### config.mk
export PLATFORM = sky130hd
export DESIGN_NAME = freq_div_ctrl
export DESIGN_NICKNAME = d
export VERILOG_FILES = /design/src/rtl/freq_div_pkg.sv /design/src/rtl/freq_div_core.sv /design/src/rtl/freq_div_ctrl.sv
export SDC_FILE = /design/constraint.sdc
export NUM_CORES = 1
export LEC_CHECK = 0
export BUFFER_PORTS_ARGS = -buffer_cell sky130_fd_sc_hd__buf_2
export CAP_MARGIN = 20
export CORE_MARGIN = 2
export CORE_UTILIZATION = 25
export CTS_BUF_LIST = sky130_fd_sc_hd__clkbuf_4
export DETAILED_ROUTE_END_ITERATION = 8
export PLACE_DENSITY_LB_ADDON = 0.25
export SLEW_MARGIN = 5
export SYNTH_ARGS = -nofsm -noshare
export SYNTH_HDL_FRONTEND = slang
export SYNTH_SLANG_ARGS = --single-unit
### constraint.sdc
create_clock -name clk -period 2.6 [get_ports clk]
set_input_delay 0.26 -clock clk [delete_from_list [all_inputs] [get_ports clk]]
set_output_delay 0.26 -clock clk [all_outputs]
set_load 0.02 [all_outputs]
### src/rtl/freq_div_pkg.sv
// Shared constants and FSM state encoding for the programmable clock divider.
package freq_div_pkg;

    // Default divisor width and the smallest divisor that still yields a high phase.
    localparam int unsigned DIV_W   = 8;
    localparam int unsigned DIV_MIN = 2;

    // Controller states, kept as plain constants so older tools can consume them.
    typedef logic [1:0] state_t;
    localparam state_t IDLE = 2'd0;
    localparam state_t RUN  = 2'd1;
    localparam state_t PEND = 2'd2;

endpackage

### src/rtl/freq_div_core.sv
// Period counter and registered clk_out/tick generation for one divisor.
// The counter holds the phase of the cycle currently shown on clk_out.
module freq_div_core #(
    parameter int unsigned DIV_W = 8
) (
    input  logic             clk,
    input  logic             rst,
    input  logic             run,
    input  logic             load,
    input  logic [DIV_W-1:0] div,
    output logic             clk_out,
    output logic             tick,
    output logic             boundary
);

    logic [DIV_W-1:0] cnt_q, cnt_d, cnt_inc;
    logic             clk_out_q, clk_out_d;
    logic             tick_q, tick_d;

    assign cnt_inc  = cnt_q + DIV_W'(1);
    // div is always the applied divisor, so the wrap point never sees an unapplied value.
    assign boundary = run && (cnt_q == div - DIV_W'(1));

    // Next phase: load restarts at phase 0 (always high for div >= 2), otherwise count or park.
    always_comb begin
        cnt_d     = '0;
        clk_out_d = 1'b0;
        tick_d    = 1'b0;
        if (load) begin
            clk_out_d = 1'b1;
            tick_d    = 1'b1;
        end else if (run && !boundary) begin
            cnt_d     = cnt_inc;
            clk_out_d = cnt_inc < (div >> 1);
        end
    end

    // Phase and output registers.
    always_ff @(posedge clk or negedge rst) begin
        if (!rst) begin
            cnt_q     <= '0;
            clk_out_q <= 1'b0;
            tick_q    <= 1'b0;
        end else begin
            cnt_q     <= cnt_d;
            clk_out_q <= clk_out_d;
            tick_q    <= tick_d;
        end
    end

    assign clk_out = clk_out_q;
    assign tick    = tick_q;

endmodule

### src/rtl/freq_div_ctrl.sv
// Divider controller: start/stop FSM and valid/ready divisor handshake.
// A divisor offered while running is parked until the next period boundary.
module freq_div_ctrl #(
    parameter int unsigned DIV_W   = 8,
    parameter int unsigned DEF_DIV = 4
) (
    input  logic             clk,
    input  logic             rst,
    input  logic             enable,
    input  logic             cfg_valid,
    input  logic [DIV_W-1:0] cfg_div,
    output logic             cfg_ready,
    output logic             cfg_err,
    output logic             clk_out,
    output logic             tick,
    output logic [DIV_W-1:0] cur_div,
    output logic             busy
);

    import freq_div_pkg::*;

    localparam logic [DIV_W-1:0] DefDiv = DIV_W'(DEF_DIV);
    localparam logic [DIV_W-1:0] MinDiv = DIV_W'(DIV_MIN);

    state_t           state_q, state_d;
    logic [DIV_W-1:0] cur_div_q, cur_div_d;
    logic [DIV_W-1:0] pend_div_q, pend_div_d;
    logic             cfg_err_q;
    logic             xfer, cfg_bad, cfg_ok;
    logic             load, boundary;

    assign cfg_ready = (state_q != PEND);
    assign busy      = (state_q != IDLE);
    assign xfer      = cfg_valid && cfg_ready;
    assign cfg_bad   = xfer && (cfg_div < MinDiv);
    assign cfg_ok    = xfer && !cfg_bad;

    // FSM next state, divisor staging and core restart strobe.
    always_comb begin
        state_d    = state_q;
        cur_div_d  = cur_div_q;
        pend_div_d = pend_div_q;
        load       = 1'b0;
        unique case (state_q)
            IDLE: begin
                if (cfg_ok) cur_div_d = cfg_div;
                if (enable) begin
                    state_d = RUN;
                    load    = 1'b1;
                end
            end
            RUN: begin
                if (boundary) begin
                    // A divisor arriving on the boundary edge governs the very next period.
                    if (cfg_ok) cur_div_d = cfg_div;
                    if (enable) load    = 1'b1;
                    else        state_d = IDLE;
                end else if (cfg_ok) begin
                    pend_div_d = cfg_div;
                    state_d    = PEND;
                end
            end
            PEND: begin
                if (boundary) begin
                    cur_div_d  = pend_div_q;
                    pend_div_d = '0;
                    load       = enable;
                    state_d    = enable ? RUN : IDLE;
                end
            end
            default: state_d = IDLE;
        endcase
    end

    // Controller state registers.
    always_ff @(posedge clk or negedge rst) begin
        if (!rst) begin
            state_q    <= IDLE;
            cur_div_q  <= DefDiv;
            pend_div_q <= '0;
            cfg_err_q  <= 1'b0;
        end else begin
            state_q    <= state_d;
            cur_div_q  <= cur_div_d;
            pend_div_q <= pend_div_d;
            cfg_err_q  <= cfg_bad;
        end
    end

    assign cfg_err = cfg_err_q;
    assign cur_div = cur_div_q;

    freq_div_core #(
        .DIV_W (DIV_W)
    ) u_core (
        .clk      (clk),
        .rst      (rst),
        .run      (busy),
        .load     (load),
        .div      (cur_div_q),
        .clk_out  (clk_out),
        .tick     (tick),
        .boundary (boundary)
    );

endmodule
* Yosys cells after proc, flatten, opt, wreduce, memory -nomap -nowiden *
Cells that the tools add are included.

storage, ports and cells
  register bits = 29
  bits of input ports = 12
  output and inout bits = 13
  logic and storage cells = 60

cells by class
  add/sub/neg operators = 2
  magnitude comparators = 2
  eq/ne operators = 11
  multiplexer cells = 24
  reduce and logical (&&, ||, !) cells = 14

operators by type and width
  kind                                                                     count
  8-bit two-way mux                                                        8
  8-bit case mux with 3 select lines                                       1
  8-bit case mux with 2 select lines                                       1
  2-bit two-way mux                                                        5
  8-bit by 1-bit adder with 8-bit output, second input constant            1
  8-bit equality test                                                      1
  8-bit by 2-bit < comparator with 1-bit output, second input constant     1
  8-bit by 7-bit < comparator with 1-bit output                            1
  2-bit inequality test, second input constant                             4
  4-bit AND reduction                                                      2
  8-bit by 1-bit subtractor with 8-bit output, second input constant       1
  1-bit two-way mux                                                        7
  2-bit case mux with 3 select lines                                       1
  1-bit logical AND                                                        5
  2-bit by 1-bit inequality test with 1-bit output, second input constant  2
  2-bit nonzero test                                                       2
  3-bit by 2-bit inequality test with 1-bit output, second input constant  1
  3-bit inequality test, second input constant                             1
  1-bit case mux with 3 select lines                                       1
  3-bit AND reduction                                                      1
  3-bit nonzero test                                                       1
  2-bit by 1-bit equality test with 1-bit output, second input constant    1
  2-bit equality test, second input constant                               1
  1-bit logical NOT                                                        2
  2-bit logical NOT                                                        1

* Longest topological paths before layout *
  depth after elaboration = 8
  mapped depth = 10
  mapped depth without buffers = 9

* Cells and area by module *
Synthesis repeated with hierarchy kept, for this count alone.

second synthesis, totals
  cells, all modules = 184
  area, all modules = 1881.8 um^2

modules (own cells, without submodules)
  module         instances  cells an instance  area an instance (um^2)  seq. area each (um^2)
  freq_div_ctrl  1          94                 1048.5                   476.7
  freq_div_core  1          90                 833.3                    250.2

* Worst setup path after synthesis *
OpenSTA, ideal clock, no wires.

  path type = flip-flop to flip-flop
  start = register cur_div_q[0], in the netlist cur_div[0]
  end = register state_q[0]
  library setup time = 128 ps
  arrival = 2444 ps
  required time = 2472 ps
  path slack = 28 ps
  cell stages (with the launch flop) = 9
  path buffers = 0
  period minus slack after synthesis = 2572 ps
  cells stage by stage = dfrtp_1 > inv_1 > ha_1 > xnor2_1 > a2111oi_4 > o2111ai_2 > nor3_2 > mux2i_1 > mux2_1

between the ends
  longest elaborated chain between the ends = 5
  elaborated cells on any way between the ends = 9
  those cells by class = 1 x add/sub; 4 x eq/ne; 2 x mux; 2 x reduce/logical

RTL lines
  what                                                                                        line                 text
  from (decl)                                                                                 freq_div_ctrl.sv:26  logic [DIV_W-1:0] cur_div_q, cur_div_d;
  from (signal assigned)                                                                      freq_div_ctrl.sv:79  cur_div_q <= DefDiv;
  from (signal assigned)                                                                      freq_div_ctrl.sv:84  cur_div_q <= cur_div_d;
  8-bit by 1-bit subtractor with 8-bit output (*)                                             freq_div_core.sv:22  assign boundary = run && (cnt_q == div - DIV_W'(1));
  8-bit equality test (*)                                                                     freq_div_core.sv:22
  1-bit logical AND (*)                                                                       freq_div_core.sv:22
  3-bit by 2-bit inequality test with 1-bit output (no line) (tied with other cells)          --
  4-bit AND reduction (no line) / 2-bit case mux with 3 select lines (equally long branches)  --
  to (signal assigned)                                                                        freq_div_ctrl.sv:83  state_q <= state_d;
  to (decl)                                                                                   freq_div_ctrl.sv:25  state_t state_q, state_d;

Every way passes the cells marked *; elsewhere a longest branch is shown, timed or not.
A chain may end at the register's enable or synchronous reset.

* Worst setup path after layout *
  start = register cur_div_q[2], in the netlist cur_div[2]
  end = register state_q[0]

The elaborated chain is that of the path after synthesis.

==> metrics.cfg <==
[logic_synthesis]
synth_top_area_share = 0.375
synthTopCellsByArea = dfrtp_1, mux2i_1, ha_1
postSynthCellCount = 181
avgSynthCellArea_um2 = 10.3
async_flop_share = 1.00
syn_nets = 205
yosysSeqAreaShare = 0.389
synthFlopType = dfrtp_1
synth.distinct_cells = 39
synth_area_leader_cell = dfrtp_1
synth_edf_count = 0
ys_ff_latch = 29
syn_area_um2 = 1870
yosys_warnings = 0

[route]
via_per_inst = 4.32
drcViolationCount = 0
wirelength_um = 4190
vias = 1382
postRouteAntennaNets = 0
avgRoutedWirePerCell_um = 13.1
dr.first_iter.drc_count = 36
first_pass_iters = 4

[global_routing]
grt_max_degree = 30
grt_overflow_total = 0
grt_use_met2 = 0.162
grt_util_met1 = 0.151
grt_pass1_vias = 1422
gr-usage-met3 = 0.0309
antenna_found_initial = 0
top_usage_layer = met2
grt_pass1_wl_um = 7040
grt_use_total = 0.109

[cts]
clockBufferDepth = 2
cts_tree = yes
clk_pin_slew_ps = 100
cts.sinks = 29
htreeDepth = 2
clk_latency_ps = 330
clockRootBuffer = clkbuf_4
cts_buffers = 5

[critical_path]
critPathRequiredTime_ps = 2820
critPathMaxStageDelay_ps = 400
crit_type = reg2reg
cp_data_arrival_time_ps = 2680
endpoint_kind = flip-flop
cp-start-kind = flip-flop
path_max_fanout = 4
crit_chain = buf_4 -> nor4_1 -> nand4_1 -> xnor2_1 -> nand2_1 -> nor3_2 -> mux2i_1 -> mux2_1
crit_slowest_cell = dfstp_2

[sta]
max_freq_mhz = 406
fin_ws_ps = 137
report.final.slew_viol_count = 0
setup_viol = 0
fin_skew_ps = 11.2
hold_viol = 0
worstMarginPinSlew_ps = 684
rsz0062_at_grt = no
fin_crit_ps = 2460
fin_crit_sh = 0.947
slew_headroom = 0.544
fin_tns_setup_ps = 0

[place]
placed_area_um2 = 2160
gp_congestion = 0.752
detailedPlace.worstSlack_ps = 108
portBuffers = 24
dp_hpwl_um = 3180

[die]
coreArea_um2 = 7250
io_pins = 25
dieArea_um2 = 8180
row_count = 31
die_w_um = 90.4
initial_utilization = 0.258
die_h_um = 90.4

[cells_and_area]
num_antenna_cells = 0
drive_gt1_frac = 0.262
nFillCells = 789
layout.nets = 244
syn_to_final_growth_pct = 22.0
fin_area_um2 = 2280
fin_util = 0.314

[pwr]
p_leak_nw = 1.03
power_density_nw_per_um2 = 1150
max-vdd-ir-drop_v = 0.000276
power_mw = 2.62

[flow_run]
cap_viol_max_count = 0

[run_status]
status = completed

[min_path]
worstHoldPathType = in2reg

[critical path: cells and delay by family, from the launching register on]
family	cells	cell delay, ps
flops	1	400
simple gates	4	1000
buf+inv	1	160
xor+xnor	1	160
mux	2	630
[timing repair]
item                       in CTS  in global routing
resized for setup               0                  1
setup buffers                   0                  2
setup endpoints to repair       0                  7
hold buffers                    1                  0
hold endpoints to repair       28                  0
[flip-flops by register name, indices dropped and copies added (netlist names)]
signal and cells:
u_core.tick 1, u_core.cnt_q 8, cur_div 8, pend_div_q 8
cfg_err 1, u_core.clk_out 1, state_q 2
[per-layer routing]
layer | vias up | part of all wire
met3 | 4 | 0.045
met4 | 0 | 0.011
met1 | 652 | 0.50
met2 | 29 | 0.45
li1 | 697 | -
met5 | - | 0
[cells by family (layout without fill, tap and decap cells)]
family                     Yosys count  after routing  share of synthesized area
and+or+nand+nor                     65             65                      0.208
DFF                                 29             29                      0.389
muxes                               20             20                      0.108
buffers and inverters               19             59                     0.0449
AOI/OAI and AO/OA                   18             18                     0.0851
xor gates and xnor gates            18             18                     0.0844
adders and majority gates           12             12                     0.0804
[cells in the mapped netlist (2+ instances only)]
cell type and n:
mux2i_1 19, nand2_1 9, nor3_1 2, nand3_1 6, nor4_1 2, xor2_1 4, nor2b_1 12, ha_1 12
o21ai_0 4, xnor2_1 14, nor3_2 9, a21oi_1 4, inv_1 15, nor2_1 17, dfrtp_1 28
[worst paths after layout]
kind                       cells past startpoint  slack, ps               to  startpoint
hold reg to reg                                1        560       state_q[1]  state_q[1]
hold / removal                                 2        200          cfg_err   cfg_valid
setup reg to reg                               8        140       state_q[0]  cur_div[2]
setup / recovery                               8        140       state_q[0]  cur_div[2]
max in group asynchronous                      2       1650  u_core.cnt_q[4]         rst
min in group asynchronous                      2        510  u_core.cnt_q[5]         rst
[layout make-up]
cell class	count	area (µm²)	share of cell area
multi-input combinational	133	1070	0.469
sequential	29	727	0.319
timing repair buffer	36	225	0.0988
tap	99	124	0.0543
inverter	15	56.3	0.0247
clock buffer	6	45.0	0.0198
clock inverter	2	33.8	0.0148
[metrics by stage]
step,std cells,hold slack [ps]
floorplan,181,-35.6
global placement,309,347
detailed placement,309,354
CTS,318,177
global route,320,178
finish,320,198
[layout by cell type, fill, tap and decap left out, drive strengths merged, types with 9 or more instances in the layout]
cell	instances
nor2b	12
nand2	9
nor2	18
ha	12
dfrtp	28
nor3	11
buf	35
inv	15
mux2i	19
xnor2	14
[power by group]
part           total, mW  switching, mW  internal [mW]  leakage, nW
registers          0.796          0.161          0.635        0.353
logic               1.45          0.813          0.632        0.631
clock network      0.377          0.167          0.211       0.0433
(Power assumes the default switching activity.)
